`config.mk`:
```
export PLATFORM = sky130hd
export DESIGN_NAME = sprite_reg_bank
export DESIGN_NICKNAME = d
export VERILOG_FILES = /design/src/rtl/vga_ball_pkg.sv /design/src/rtl/anim_sequencer.sv /design/src/rtl/sprite_reg_bank.sv
export SDC_FILE = /design/constraint.sdc
export NUM_CORES = 1
export LEC_CHECK = 0
export CAP_MARGIN = 20
export CORE_MARGIN = 3
export CORE_UTILIZATION = 50
export CTS_CLUSTER_DIAMETER = 60
export DETAILED_ROUTE_END_ITERATION = 12
export PLACE_DENSITY = 0.75
export SLEW_MARGIN = 20
export SYNTH_ARGS = -nofsm -noshare
export SYNTH_HDL_FRONTEND = slang
export SYNTH_SLANG_ARGS = --single-unit
```
`constraint.sdc`:
```
create_clock -name clk -period 3.54 [get_ports clk]
set_clock_uncertainty 0.05 [all_clocks]
set_input_delay 0.885 -clock clk [delete_from_list [all_inputs] [get_ports clk]]
set_output_delay 0.885 -clock clk [all_outputs]
set_load 0.005 [all_outputs]
```
`src/rtl/vga_ball_pkg.sv`:
```
// Shared constants for the sprite register bank: sprite indices, the
// register map, the power-on sprite layout and the score clamp helper.
package vga_ball_pkg;

  localparam int NUM_SPRITES = 7;
  localparam int POS_W       = 10;
  localparam int ADDR_W      = 9;
  localparam int DATA_W      = 32;
  localparam int PERIOD_W    = 6;
  localparam int SCORE_W     = 16;

  typedef enum logic [2:0] {
    SPR_DINO     = 3'd0,
    SPR_JUMP     = 3'd1,
    SPR_DUCK     = 3'd2,
    SPR_S_CAC    = 3'd3,
    SPR_GODZILLA = 3'd4,
    SPR_POWERUP  = 3'd5,
    SPR_PTR      = 3'd6
  } sprite_e;

  // Word addresses; 0..13 interleave x (even) and y (odd) per sprite.
  localparam logic [ADDR_W-1:0] ADDR_POS_LAST = 9'd13;
  localparam logic [ADDR_W-1:0] ADDR_SCORE    = 9'd14;
  localparam logic [ADDR_W-1:0] ADDR_ENABLE   = 9'd15;
  localparam logic [ADDR_W-1:0] ADDR_CONTROL  = 9'd16;
  localparam logic [ADDR_W-1:0] ADDR_PERIOD   = 9'd17;
  localparam logic [ADDR_W-1:0] ADDR_STATUS   = 9'd18;

  localparam logic [POS_W-1:0] DEFAULT_X [NUM_SPRITES] =
    '{10'd100, 10'd200, 10'd300, 10'd500, 10'd100, 10'd130, 10'd600};
  localparam logic [POS_W-1:0] DEFAULT_Y [NUM_SPRITES] =
    '{10'd100, 10'd150, 10'd400, 10'd100, 10'd300, 10'd260, 10'd140};

  localparam logic [NUM_SPRITES-1:0] DEFAULT_ENABLE = '1;
  localparam logic [PERIOD_W-1:0]    DEFAULT_PERIOD = 6'd8;

  // Saturate every nibble to a legal BCD digit.
  function automatic logic [SCORE_W-1:0] clamp_bcd(input logic [SCORE_W-1:0] value);
    logic [SCORE_W-1:0] result;
    result = '0;
    for (int i = 0; i < SCORE_W / 4; i++) begin
      result[4*i +: 4] = (value[4*i +: 4] > 4'd9) ? 4'd9 : value[4*i +: 4];
    end
    return result;
  endfunction

endpackage

```
`src/rtl/anim_sequencer.sv`:
```
// Frame-rate animation divider: every anim_period frames the walk cycle
// advances 0->1->2->0 and the pointer blink phase toggles.
module anim_sequencer
  import vga_ball_pkg::*;
(
  input  logic                clk,
  input  logic                reset_n,
  input  logic                frame_start,
  input  logic [PERIOD_W-1:0] anim_period,
  output logic [1:0]          walk_phase,
  output logic                ptr_phase
);

  logic [PERIOD_W-1:0] anim_cnt;
  logic [PERIOD_W-1:0] last_count;

  // A period of 0 behaves as 1; comparing with >= keeps the counter from
  // running the long way round when the period is shortened mid-count.
  assign last_count = (anim_period == '0) ? '0 : anim_period - PERIOD_W'(1);

  // NOTE: sequential state is written only with non-blocking assignments so
  // every register samples the pre-edge values of its neighbours.
  always_ff @(posedge clk or negedge reset_n) begin
    if (!reset_n) begin
      anim_cnt   <= '0;
      walk_phase <= 2'd0;
      ptr_phase  <= 1'b0;
    end else if (frame_start) begin
      if (anim_cnt >= last_count) begin
        anim_cnt   <= '0;
        walk_phase <= (walk_phase == 2'd2) ? 2'd0 : walk_phase + 2'd1;
        ptr_phase  <= ~ptr_phase;
      end else begin
        anim_cnt <= anim_cnt + PERIOD_W'(1);
      end
    end
  end

endmodule

```
`src/rtl/sprite_reg_bank.sv`:
```
// Avalon-MM sprite register bank: CPU writes land in a shadow copy that is
// transferred to the display-facing registers at the start of vertical blank.
module sprite_reg_bank
  import vga_ball_pkg::*;
(
  input  logic                   clk,
  input  logic                   reset_n,
  input  logic                   chipselect,
  input  logic                   write,
  input  logic                   read,
  input  logic [ADDR_W-1:0]      address,
  input  logic [DATA_W-1:0]      writedata,
  output logic [DATA_W-1:0]      readdata,
  input  logic                   frame_start,
  output logic [POS_W-1:0]       spr_x [NUM_SPRITES],
  output logic [POS_W-1:0]       spr_y [NUM_SPRITES],
  output logic [NUM_SPRITES-1:0] spr_en,
  output logic [SCORE_W-1:0]     score_bcd,
  output logic [1:0]             walk_phase,
  output logic                   ptr_phase,
  output logic [15:0]            frame_count,
  output logic                   commit_ack
);

  logic [POS_W-1:0]       shadow_x [NUM_SPRITES];
  logic [POS_W-1:0]       shadow_y [NUM_SPRITES];
  logic [NUM_SPRITES-1:0] shadow_en;
  logic [SCORE_W-1:0]     shadow_score;
  logic [PERIOD_W-1:0]    anim_period;
  logic                   commit_pending;
  logic [DATA_W-1:0]      read_mux;

  logic    wr_en;
  logic    rd_en;
  logic    addr_is_pos;
  logic    commit_req;
  logic    commit_now;
  sprite_e sprite_sel;
  logic    unused_writedata;

  assign wr_en       = chipselect && write;
  assign rd_en       = chipselect && read;
  assign addr_is_pos = (address <= ADDR_POS_LAST);
  assign sprite_sel  = sprite_e'(address[3:1]);
  assign commit_req  = wr_en && (address == ADDR_CONTROL) && writedata[0];
  assign commit_now  = frame_start && commit_pending;

  assign unused_writedata = ^writedata[DATA_W-1:SCORE_W];

  // NOTE: the position tables are small register arrays with architected
  // power-on values, so they are reset like any other register.
  always_ff @(posedge clk or negedge reset_n) begin
    if (!reset_n) begin
      for (int k = 0; k < NUM_SPRITES; k++) begin
        shadow_x[k] <= DEFAULT_X[k];
        shadow_y[k] <= DEFAULT_Y[k];
      end
      shadow_en    <= DEFAULT_ENABLE;
      shadow_score <= '0;
    end else if (wr_en) begin
      if (addr_is_pos) begin
        if (address[0]) shadow_y[sprite_sel] <= writedata[POS_W-1:0];
        else            shadow_x[sprite_sel] <= writedata[POS_W-1:0];
      end else if (address == ADDR_SCORE) begin
        shadow_score <= clamp_bcd(writedata[SCORE_W-1:0]);
      end else if (address == ADDR_ENABLE) begin
        shadow_en <= writedata[NUM_SPRITES-1:0];
      end
    end
  end

  // A coincident shadow write is not yet visible here, so the copy takes
  // the pre-write shadow contents.
  always_ff @(posedge clk or negedge reset_n) begin
    if (!reset_n) begin
      for (int k = 0; k < NUM_SPRITES; k++) begin
        spr_x[k] <= DEFAULT_X[k];
        spr_y[k] <= DEFAULT_Y[k];
      end
      spr_en    <= DEFAULT_ENABLE;
      score_bcd <= '0;
    end else if (commit_now) begin
      for (int k = 0; k < NUM_SPRITES; k++) begin
        spr_x[k] <= shadow_x[k];
        spr_y[k] <= shadow_y[k];
      end
      spr_en    <= shadow_en;
      score_bcd <= shadow_score;
    end
  end

  // A commit request landing on a frame_start only arms the next one.
  always_ff @(posedge clk or negedge reset_n) begin
    if (!reset_n) begin
      commit_pending <= 1'b0;
      commit_ack     <= 1'b0;
      anim_period    <= DEFAULT_PERIOD;
      frame_count    <= '0;
    end else begin
      commit_ack <= commit_now;
      if (commit_now)      commit_pending <= 1'b0;
      else if (commit_req) commit_pending <= 1'b1;
      if (wr_en && address == ADDR_PERIOD) anim_period <= writedata[PERIOD_W-1:0];
      if (frame_start) frame_count <= frame_count + 16'd1;
    end
  end

  // NOTE: every output of this block gets a default first, so no path
  // through the case can leave it unassigned and infer a latch.
  always_comb begin
    read_mux = '0;
    if (addr_is_pos) begin
      read_mux[POS_W-1:0] = address[0] ? shadow_y[sprite_sel] : shadow_x[sprite_sel];
    end else begin
      case (address)
        ADDR_SCORE:   read_mux[SCORE_W-1:0]     = shadow_score;
        ADDR_ENABLE:  read_mux[NUM_SPRITES-1:0] = shadow_en;
        ADDR_CONTROL: read_mux[0]               = commit_pending;
        ADDR_PERIOD:  read_mux[PERIOD_W-1:0]    = anim_period;
        ADDR_STATUS:  read_mux = {frame_count, 15'b0, commit_pending};
        default:      read_mux = '0;
      endcase
    end
  end

  always_ff @(posedge clk or negedge reset_n) begin
    if (!reset_n)   readdata <= '0;
    else if (rd_en) readdata <= read_mux;
  end

  anim_sequencer u_anim_sequencer (
    .clk         (clk),
    .reset_n     (reset_n),
    .frame_start (frame_start),
    .anim_period (anim_period),
    .walk_phase  (walk_phase),
    .ptr_phase   (ptr_phase)
  );

endmodule

```
======== Yosys cells after proc, flatten, opt, wreduce, memory -nomap -nowiden ========
Cells that the tools add are included.
cells by class
  $add $sub $neg .......................... 4
  order comparisons ....................... 8
  equality and inequality tests ........... 6
  muxes and demuxes ....................... 27
  bitwise logic cells ..................... 5
  reduce and logical (&&, ||, !) cells .... 15
operators with widths
  operator               count
  $bwmux 70              2
  $mux 10                7
  $bmux 10 s3            2
  $demux 10 s3           1
  $eq 9x5->1 const B     3
  $mux 22                1
  $eq 9x4->1 const B     2
  $add 16x1->16 const B  1
  $gt 4x4->1 const B     4
  $mux 16                1
  $mux 4                 4
  $pmux 5 s3             1
  $mux 6                 2
  $le 9x4->1 const B     1
  $mux 9                 1
  $reduce_and 3->1       3
  $logic_and 1x1->1      7
  $add 6x1->6 const B    1
  $ge 6x6->1             1
  $logic_not 6->1        1
  $sub 6x1->6 const B    1
  $ge 4x4->1 const B     1
  $lt 4x1->1 const B     1
  $not 1->1              4
  11 further kinds       12
word-level totals
  bits in registers ....................... 391
  input port bits ......................... 47
  output and inout port bits .............. 215
  word-level logic and storage cells ...... 105

======== Logic depth before layout (Yosys ltp) ========
Gate-level depths: netlist (run 1).
  word-level depth ........................ 6
  mapped depth ............................ 12

======== Hierarchy ========
A second synthesis (run 1) with hierarchy kept.
unflattened totals
  cells, all modules ...................... 1165
  area total of the unflattened synthesis .. 16643.5 um^2
modules (own cells, without submodules)
  module           times used  cells each  area each (um^2)  seq. area each (um^2)
  sprite_reg_bank  1           1091        15957.8           9695.5
  anim_sequencer   1           74          685.7             225.2

======== Worst setup path before layout (run 1) ========
No wires, ideal clock.
  path kind ............................... register to register
  from .................................... reg anim_period[0]
  to ...................................... reg u_anim_sequencer.walk_phase[0]
  data arrival time ....................... 2.644 ns
  data required time ...................... 3.365 ns
  setup slack ............................. 0.721 ns
  cell stages (with the launch flop) ...... 13
  path buffers ............................ 0
  period minus slack after synthesis ...... 2.819 ns
  cell sequence ........................... dfrtp_1 > inv_1 > ha_1 > nand2_1 > or3_1 > and2_1 > ha_1 > nand2b_1 > a21o_1 > a21oi_1 > o21ai_0 > nand2_1 > mux2_2
on the way
  cells in the longest elaborated chain, start to end .. 4
  elaborated cells on any way between the ends .. 5
RTL lines
  item                                                   line                    text
  start: declaration                                     sprite_reg_bank.sv:29   logic [PERIOD_W-1:0] anim_period;
  start signal: assignment                               sprite_reg_bank.sv:103  if (wr_en && address == ADDR_PERIOD) anim_period <= writedata[PERIOD_W-1:0];
  $sub 6x1->6 / $logic_not 6->1 (equally long branches)  anim_sequencer.sv:19    assign last_count = (anim_period == '0) ? '0 : anim_period - PERIOD_W'(1);
  $mux 6 (*)                                             anim_sequencer.sv:19
  $ge 6x6->1 (*)                                         anim_sequencer.sv:29    if (anim_cnt >= last_count) begin
  $reduce_and 2->1 (no source line) (*)                  --
  end signal: assignment                                 anim_sequencer.sv:31    walk_phase <= (walk_phase == 2'd2) ? 2'd0 : walk_phase + 2'd1;
  end: declaration                                       anim_sequencer.sv:10    output logic [1:0] walk_phase,
Every way passes the cells marked *; elsewhere a longest branch is shown, timed or not.
A chain may end at the register's enable or synchronous reset.

======== Worst setup path after layout (run 1) ========
  from .................................... reg anim_period[0]
  to ...................................... reg u_anim_sequencer.walk_phase[1]
Same word-level chain as after synthesis.

==> results.yml, run 1 <==
yosys:
  yosys.area_share.simple: 0.0528
  synthMuxAreaShare: 0.252
  syn-num-nets: 1225
  synthArstFlopShare: 1.00
  ys_warn_count: 0
  synth_area_um2: 16500
  synth-compound-area-share: 0.0588
  synth_edf_count: 0
  synth_xor_area_frac: 0.0106
  yosysUniqueCellTypes: 56
  yosys.area_share.adder: 0.00681
  postSynthCellCount: 1169
  yosysSeqAreaShare: 0.600
  synth_seq_cells: 391
  ys.flop_type: "dfrtp_1"
  synth_top_family_by_area: "multiplexers"
  avgSynthCellArea_um2: 14.1
finish:
  final_cell_mix: "mux2_2, dfrtp_1, clkdlybuf4s50_1"
  nets: 1506
  drive_gt1_frac: 0.401
  area_growth_pct: 29.1
  layout_commonest_cell: "mux2_2"
  antenna_cells: 0
  design_area_um2: 21400
pwr:
  p_seq_frac: 0.475
  p_comb_frac: 0.069
  irDropWorstVdd_uv: 340
  p_per_area_nw_per_um2: 465
  intPower_uw: 7690
  p_sw_uw: 2230
  swShare: 0.224
  leakagePower_uw: 0.00982
  power.share.clock: 0.456
setup_path:
  endpoint: "u_anim_sequencer.walk_phase[1]$_DFFE_PN0P_"
  cp.depth: 12
  path_cells: "inv_1 -> ha_1 -> nand2_1 -> or3_1 -> and2_1 -> ha_1 -> nand2b_1 -> a21o_1 -> a21oi_1 -> o21ai_0 -> nand2_1 -> mux2_2"
  worstSetupPathType: "register to register"
  path_max_fanout: 6
  critical_path_buf_inv_count: 1
  r2r_end: "u_anim_sequencer.walk_phase[1]$_DFFE_PN0P_"
  required_ns: 3.90
  endpoint_kind: "register"
  reg2reg_slack_ns: 0.33
  cp.arrival_ns: 3.57
  critPathLaunchType: "register"
  startpoint: "anim_period[0]$_DFFE_PN0P_"
  worstRegToRegCells: 12
  crit_path_max_incr_delay_ns: 0.55
  cp_top_family: "simple AND/OR/NAND/NOR gates"
  slowest_stage: "o21ai_0"
  regToRegStartpoint: "anim_period[0]$_DFFE_PN0P_"
global_route:
  grt_pass1_wl_um: 67700
  gr-usage-met3: 0.0514
  grt_use_met1: 0.341
  antenna_found_initial: 0
  use_met2: 0.407
  grt-busiest-layer: "met2"
  track_usage: 0.247
  grt_max_degree: 110
  grt_pass1_vias: 11378
  grt-ovfl-total: 0
timing:
  max_freq_mhz: 311
  min_period_over_period: 0.908
  rsz0062_at_grt: "false"
  worst_pin_slew_ns: 1.07
  finalSetupTns_ns: 0
  maxSlewHeadroom: 0.285
  post-route-min-period_ns: 3.21
  slew_viol_final: 0
  setup_viol: 0
  hold_viol: 0
floorplan:
  die_area_um2: 35300
  die_width_um: 188
  core_um2: 32000
  row_count: 65
  initial_core_util: 0.516
  die_h_um: 188
  boundaryPins: 262
placement:
  place_area_um2: 19900
  hpwl_um: 30500
  portBuffers: 245
  place_congestion: 0.863
cts:
  cts_tree: "built"
  cts_resized: 0
  cts_made_buffers: 41
  cts.hold.buffers_added: 0
  clockBufferDepth: 3
  clk_latency_ns: 0.53
  clk_pin_slew_ns: 0.06
  cts-root-buf: "clkbuf_16"
  cts_setup_buffers: 0
  clkSinkCount: 391
  cts_htree_levels: 2
run:
  max_cap_violations: 0
route:
  drt_iter0_drc: 706
  viasPerCell: 5.71
  drt-pass1-iter-count: 7
  vias: 10959
  drt-total-wl_um: 43800
  post_drt_wl_per_cell_um: 22.8
  ant_nets: 0
  remaining_drc_errors: 0
min_path:
  min_path_type: "input pin to async pin"
run_status:
  status: "completed"
## worst reg2reg max path, delay by kind of cell, from the launching register on
kind,cells,cell delay (ns)
compound gates,3,0.72
fa+ha+maj,2,0.47
mux,1,0.33
buf+inv,1,0.10
flops,1,0.44
simple gates,5,1.00
## cell usage after synthesis, drive strengths merged (2+ instances only)
cell,count,share of area
nor4,4,0.0028
a31oi,5,0.0019
inv,10,0.0023
a221o,6,0.0036
o221ai,4,0.0021
dfrtp,282,0.43
nor2,34,0.0079
ha,9,0.0068
mux4,8,0.011
and2,6,0.0023
a22oi,7,0.0032
o22ai,2,0.00076
nor3,9,0.0034
nand3,16,0.0058
nand2b,16,0.0061
a221oi,13,0.0069
nor2b,6,0.0023
clkbuf,46,0.010
o22a,2,0.0011
nor3b,2,0.00091
buf,19,0.0060
or3,2,0.00076
nand2,64,0.015
and3,4,0.0015
o21ai,33,0.010
dfstp,109,0.17
a22o,27,0.014
xor2,8,0.0042
mux2,332,0.23
a21o,2,0.00091
o2bb2ai,4,0.0021
o211ai,3,0.0014
nand4,6,0.0023
o21a,4,0.0018
xnor2,12,0.0064
mux2i,25,0.015
a21oi,17,0.0051
## cell families (layout without fill, tap and decap cells)
kind of cell | Yosys count | in the layout
and+or+nand+nor | 172 | 172
xor gates and xnor gates | 20 | 20
muxes | 365 | 365
DFF | 391 | 391
buffers and inverters | 76 | 390
adders and majority gates | 9 | 9
AOI/OAI and AO/OA | 136 | 136
## worst min path at each step
stage                                                start                                     end  slack [ns]  cells after the start
finish                                             reset_n                    commit_ack$_DFF_PN0_        0.31                      1
global route                                       reset_n                    commit_ack$_DFF_PN0_        0.36                      1
CTS                                                reset_n                    commit_ack$_DFF_PN0_        0.34                      1
detailed placement  u_anim_sequencer.ptr_phase$_DFFE_PN0P_  u_anim_sequencer.ptr_phase$_DFFE_PN0P_        0.43                      1
global placement    u_anim_sequencer.ptr_phase$_DFFE_PN0P_  u_anim_sequencer.ptr_phase$_DFFE_PN0P_        0.41                      1
floorplan                      shadow_score[6]$_DFFE_PN0P_             shadow_score[6]$_DFFE_PN0P_        0.42                      2
## power by group through the flow
stage,Sequential (uW),Combinational (uW),Clock [uW]
2_1_floorplan,4750,293,0
3_3_place_gp,4770,677,0
3_5_place_dp,4780,691,0
4_1_cts,4710,694,4590
5_1_grt,4720,753,4800
6_report,4710,687,4520
## sequential cells by signal, summed over array words and instances, names as in the netlist, 7 cells and up
name	count
shadow_en	7
spr_y	70
spr_en	7
score_bcd	16
readdata	32
frame_count	16
shadow_x	70
shadow_y	70
spr_x	70
shadow_score	16
## final cells by class
cell class	count	area (um^2)
clock inverter	14	176
inverter	11	41.3
timing repair buffer	303	3080
fill	2361	10700
multi-input combinational	702	6310
tap	435	544
clock buffer	62	1280
sequential	391	9920
## routing by layer
layer | part of all wire | vias up
met5 | 0 | -
met4 | 0.019 | 0
met3 | 0.063 | 61
met2 | 0.48 | 384
met1 | 0.44 | 5695
li1 | - | 4819
## through the flow
| stage | cells | setup WS, ns | hold slack (ns) | utilization | total power [uW] |
|---|---|---|---|---|---|
| 2_1_floorplan | 1169 | 0.721 | 0.416 | - | 5050 |
| 3_3_place_gp | 1842 | 0.191 | 0.412 | 0.621 | 5450 |
| 3_5_place_dp | 1842 | 0.135 | 0.434 | 0.621 | 5470 |
| 4_1_cts | 1918 | 0.312 | 0.344 | 0.666 | 9990 |
| 5_1_grt | 1918 | 0.111 | 0.360 | 0.666 | 10300 |
| 6_report | 1918 | 0.325 | 0.308 | 0.666 | 9920 |
(Power assumes the default switching activity.)
==> run 2: changes to the inputs <==
--- a/config.mk
+++ b/config.mk
@@ -5,13 +5,12 @@
 export SDC_FILE = /design/constraint.sdc
 export NUM_CORES = 1
 export LEC_CHECK = 0
+export ABC_AREA = 1
 export CAP_MARGIN = 20
 export CORE_MARGIN = 3
-export CORE_UTILIZATION = 50
+export CORE_UTILIZATION = 33
 export CTS_CLUSTER_DIAMETER = 60
 export DETAILED_ROUTE_END_ITERATION = 12
-export PLACE_DENSITY = 0.75
-export SLEW_MARGIN = 20
 export SYNTH_ARGS = -nofsm -noshare
 export SYNTH_HDL_FRONTEND = slang
 export SYNTH_SLANG_ARGS = --single-unit
==> results.yml, run 2 <==
timing:
  worst_pin_slew_ns: 0.891
  post-route-min-period_ns: 2.90
  min_period_over_period: 0.819
  rsz0062_at_grt: "false"
  hold_viol: 0
  slew_viol_final: 0
  hold_slack_ns: 0.252
  finalSetupTns_ns: 0
  maxSlewHeadroom: 0.406
  setup_viol: 0
  max_freq_mhz: 345
setup_path:
  slowest_stage: "clkdlybuf4s50_1"
  worstSetupPathType: "input pin to register"
  cp_top_family: "simple AND/OR/NAND/NOR gates"
  required_ns: 3.96
  critPathLaunchType: "input pin"
  path_max_fanout: 20
  path_cells: "clkdlybuf4s50_1 -> nand3_2 -> nand4_1 -> nor3_4 -> nand2_1 -> o21ai_0"
  crit_path_max_incr_delay_ns: 0.64
  critical_path_buf_inv_count: 1
  cp.arrival_ns: 3.32
  endpoint_kind: "register"
yosys:
  yosysUniqueCellTypes: 33
  synth_seq_cells: 391
  netlist.top_cell.by_area: "dfrtp_1"
  ys.flop_type: "dfrtp_1"
  postSynthCellCount: 1887
  yosysSeqAreaShare: 0.603
  synth_top_area_share: 0.429
  synth_commonest_cells: "nand2_1, o21ai_0, dfrtp_1"
  syn-num-nets: 1943
  yosys.cell_count.top_type: "nand2_1"
  synthArstFlopShare: 1.00
  avgSynthCellArea_um2: 8.72
  ys_warn_count: 0
  synth_edf_count: 0
  synth_area_um2: 16400
  synthTopCellsByArea: "dfrtp_1, dfstp_2, nand2_1"
route:
  remaining_drc_errors: 0
  post_drt_wl_per_cell_um: 18.9
  drt_iter0_drc: 1327
  drt-pass1-iter-count: 8
  drt-total-wl_um: 53600
  vias: 13841
  ant_nets: 0
  viasPerCell: 4.88
floorplan:
  core_um2: 49100
  die_area_um2: 52600
  die_h_um: 229
  die_width_um: 229
  row_count: 81
  initial_core_util: 0.335
  boundaryPins: 262
global_route:
  grt_pass1_vias: 13398
  grt-ovfl-total: 0
  track_usage: 0.201
  grt_max_degree: 136
  grt_pass1_wl_um: 81800
  antenna_found_initial: 2
cts:
  cts_htree_levels: 2
  cts_made_buffers: 46
  cts.hold.buffers_added: 0
  clkSinkCount: 391
  cts-root-buf: "clkbuf_16"
  clk_latency_ns: 0.57
  clockBufferDepth: 3
  cts_tree: "built"
  clk_pin_slew_ns: 0.06
  cts_setup_buffers: 0
  cts_resized: 0
finish:
  drive_gt1_frac: 0.118
  fin_cells: 2835
  layout_commonest_cell: "nand2_1"
  final_cell_mix: "nand2_1, o21ai_0, dfrtp_1"
  area_growth_pct: 30.0
  nets: 2188
placement:
  hpwl_um: 38000
  place_congestion: 0.897
  dp.cells: 2748
  portBuffers: 245
run:
  max_cap_violations: 0
pwr:
  p_per_area_nw_per_um2: 504
  leakagePower_uw: 0.00956
  irDropWorstVdd_uv: 354
run_status:
  status: "completed"
min_path:
  min_path_type: "input pin to async pin"
-- run 2: path summary, 6_finish.rpt --
| path | startpoint | end | slack [ns] | cells after the start |
|---|---|---|---|---|
| setup / recovery | address[3] | shadow_y[7]$_DFFE_PN1P_ | 0.64 | 6 |
| min in group clk | spr_en[6]$_DFFE_PN1P_ | spr_en[6]$_DFFE_PN1P_ | 0.42 | 2 |
| max in group asynchronous | reset_n | spr_y[65]$_DFFE_PN1P_ | 2.14 | 2 |
| hold reg to reg | spr_en[6]$_DFFE_PN1P_ | spr_en[6]$_DFFE_PN1P_ | 0.42 | 2 |
| hold / removal | reset_n | readdata[28]$_DFFE_PN0P_ | 0.25 | 1 |
| setup reg to reg | anim_period[0]$_DFFE_PN0P_ | u_anim_sequencer.ptr_phase$_DFFE_PN0P_ | 1.01 | 14 |
-- run 2: layer usage --
layer / wire length [um] / track usage / up-vias
li1: - / - / 6530
met1: 23700 / 0.280 / 6717
met2: 24700 / 0.317 / 512
met3: 3590 / 0.0368 / 82
met4: 1570 / 0.0700 / 0
met5: 0 / 0 / -
-- run 2: layout make-up --
| cell class | count | area [um^2] |
|---|---|---|
| fillers | 4808 | 27700 |
| flip-flops and latches | 391 | 9920 |
| multi-input cells | 1259 | 5610 |
| repair buffers | 302 | 2960 |
| clock buffers | 58 | 1260 |
| well taps | 664 | 831 |
| inverters | 132 | 495 |
| clock inverters | 26 | 307 |
| diodes | 3 | 7.51 |
-- run 2: logic make-up (layout without fill, tap and decap cells) --
group                    count (synthesis)  after routing  synth area share
other                                    0              3                 0
flip-flops                             391            391             0.603
adder cells (fa/ha/maj)                  9              9           0.00685
AO/OA/AOI/OAI                          350            350             0.110
XOR/XNOR                                16             16           0.00852
buffers and inverters                  237            518            0.0565
AND/OR/NAND/NOR                        884            884             0.215
-- run 2: worst reg2reg max path, cell delays in order, from the launching register on --
cell and delay, ns:
dfrtp_1 0.41, inv_1 0.11, ha_1 0.17, nand2_1 0.07, nor2_1 0.22, nand2_1 0.16
nand2_1 0.09, inv_1 0.04, ha_1 0.25, o21ai_0 0.18, a21oi_1 0.08, nor2_1 0.18
nor2_1 0.06, buf_4 0.17, xor2_1 0.15
-- run 2: power by group --
part / internal [uW] / switching, uW
clock network: 2900 / 1950
logic: 476 / 608
registers: 4690 / 151
total: 8070 / 2710
-- run 2: per-stage QoR --
step                worst slack, ns  total power [uW]  cell area [um^2]  utilization
floorplan                      1.19              5300             16400            -
global route                  0.507             11200             21400        0.436
global placement              0.219              5980             19800        0.404
detailed placement            0.157              6010             19800        0.404
finish                        0.642             10800             21400        0.436
CTS                           0.738             10900             21400        0.436
==> run 3: changes to the inputs <==
==> constraint.sdc (replaced) <==
create_clock -name clk -period 2.95 [get_ports clk]
set_clock_uncertainty 0.05 [all_clocks]
set_input_delay 0.7375 -clock clk [delete_from_list [all_inputs] [get_ports clk]]
set_output_delay 0.7375 -clock clk [all_outputs]
set_load 0.005 [all_outputs]
==> results.yml, run 3 (same netlist as run 2, synthesis figures left out) <==
run_status:
  status: "completed"
setup_path:
  required_ns: 3.33
  critPathLaunchType: "register"
  path_cells: "inv_1 -> ha_1 -> nand2_1 -> nor2_1 -> nand2_1 -> nand2_1 -> inv_1 -> ha_1 -> o21ai_0 -> a21oi_1 -> nor2_1 -> nor2_1 -> buf_4 -> xor2_1"
  critical_path_buf_inv_count: 3
  path_max_fanout: 9
  crit_path_max_incr_delay_ns: 0.41
  cp.arrival_ns: 2.88
  cp_top_family: "simple AND/OR/NAND/NOR gates"
  slowest_stage: "dfrtp_1"
  endpoint_kind: "register"
  worstSetupPathType: "register to register"
route:
  viasPerCell: 4.80
  remaining_drc_errors: 0
  vias: 13684
  drt-pass1-iter-count: 7
  drt_iter0_drc: 1343
  drt-total-wl_um: 52600
  ant_nets: 0
  post_drt_wl_per_cell_um: 18.5
timing:
  hold_viol: 0
  maxSlewHeadroom: 0.478
  worst_pin_slew_ns: 0.782
  rsz0062_at_grt: "false"
  setup_viol: 0
  slew_viol_final: 0
  finalSetupTns_ns: 0
  hold_slack_ns: 0.417
  max_freq_mhz: 401
  post-route-min-period_ns: 2.49
  min_period_over_period: 0.844
finish:
  final_core_util: 0.439
  n_fill_cell: 4840
  fin_cells: 2851
  final_cell_mix: "nand2_1, o21ai_0, dfrtp_1"
  drive_gt1_frac: 0.124
  layout_commonest_cell: "nand2_1"
  multi_input_area_um2: 5610
  regArea_um2: 9920
  area_growth_pct: 31.0
  nets: 2206
cts:
  clkSinkCount: 391
  cts_tree: "built"
  cts-root-buf: "clkbuf_16"
  cts_made_buffers: 45
  clockBufferDepth: 3
  clk_latency_ns: 0.58
  cts_setup_buffers: 0
  cts_htree_levels: 2
  clk_pin_slew_ns: 0.06
global_route:
  track_usage: 0.198
  grt_pass1_vias: 13523
  grt_pass1_wl_um: 81600
  grt-ovfl-total: 0
  antenna_found_initial: 1
  grt_max_degree: 99
run:
  max_cap_violations: 0
floorplan:
  row_count: 81
  boundaryPins: 262
  core_um2: 49100
  die_width_um: 229
  die_h_um: 229
  initial_core_util: 0.335
  die_area_um2: 52600
pwr:
  leakagePower_uw: 0.00967
  irDropWorstVdd_uv: 382
  p_per_area_nw_per_um2: 603
placement:
  dp.cells: 2766
  portBuffers: 245
  hpwl_um: 37900
  place_congestion: 0.922
min_path:
  min_path_type: "register to register"
[run 3: tightest hold or removal path, stage by stage (launching register included)]
cell	delay [ns]
dfstp_2	0.37
nand2_1	0.05
nand2_1	0.05
[run 3: layer usage]
layer | up-vias | share of wire | track usage
met5 | - | 0 | 0
li1 | 6566 | - | -
met4 | 0 | 0.025 | 0.0545
met3 | 74 | 0.059 | 0.0331
met1 | 6605 | 0.46 | 0.284
met2 | 439 | 0.46 | 0.313
[run 3: repair_timing]
| item | CTS | global route |
|---|---|---|
| resized for setup | 0 | 0 |
| hold endpoints to repair | 18 | 0 |
| hold buffers | 1 | 0 |
[run 3: layout make-up]
class	count	area share
antenna	1	0.000116
clock inverter	16	0.00952
sequential	391	0.460
inverter	132	0.0230
tap	664	0.0386
timing repair buffer	321	0.144
clock buffer	67	0.0641
multi-input combinational	1259	0.260
[run 3: worst paths after layout]
kind / from / end / slack (ns) / depth (start not counted)
max reg2reg: anim_period[0]$_DFFE_PN0P_ / u_anim_sequencer.ptr_phase$_DFFE_PN0P_ / 0.46 / 14
min: spr_y[7]$_DFFE_PN1P_ / spr_y[7]$_DFFE_PN1P_ / 0.42 / 2
min in group asynchronous: reset_n / readdata[10]$_DFFE_PN0P_ / 0.60 / 2
max: anim_period[0]$_DFFE_PN0P_ / u_anim_sequencer.ptr_phase$_DFFE_PN0P_ / 0.46 / 14
min reg2reg: spr_y[7]$_DFFE_PN1P_ / spr_y[7]$_DFFE_PN1P_ / 0.42 / 2
max in group asynchronous: reset_n / shadow_x[66]$_DFFE_PN1P_ / 1.43 / 3
[run 3: where the power goes]
| part | internal, uW | total (uW) | switching [uW] |
|---|---|---|---|
| clock | 3600 | 5900 | 2300 |
| combinational | 577 | 1300 | 718 |
| sequential | 5620 | 5810 | 184 |
| total | 9800 | 13000 | 3200 |
[run 3: through the flow]
step	worst slack, ns	power [uW]	area (um^2)
after floorplan	0.604	6360	16400
after global placement	0.0540	7180	19900
after detailed placement	0.00622	7210	19900
after CTS	0.438	13100	21500
after global routing	0.106	13500	21500
final	0.459	13000	21500
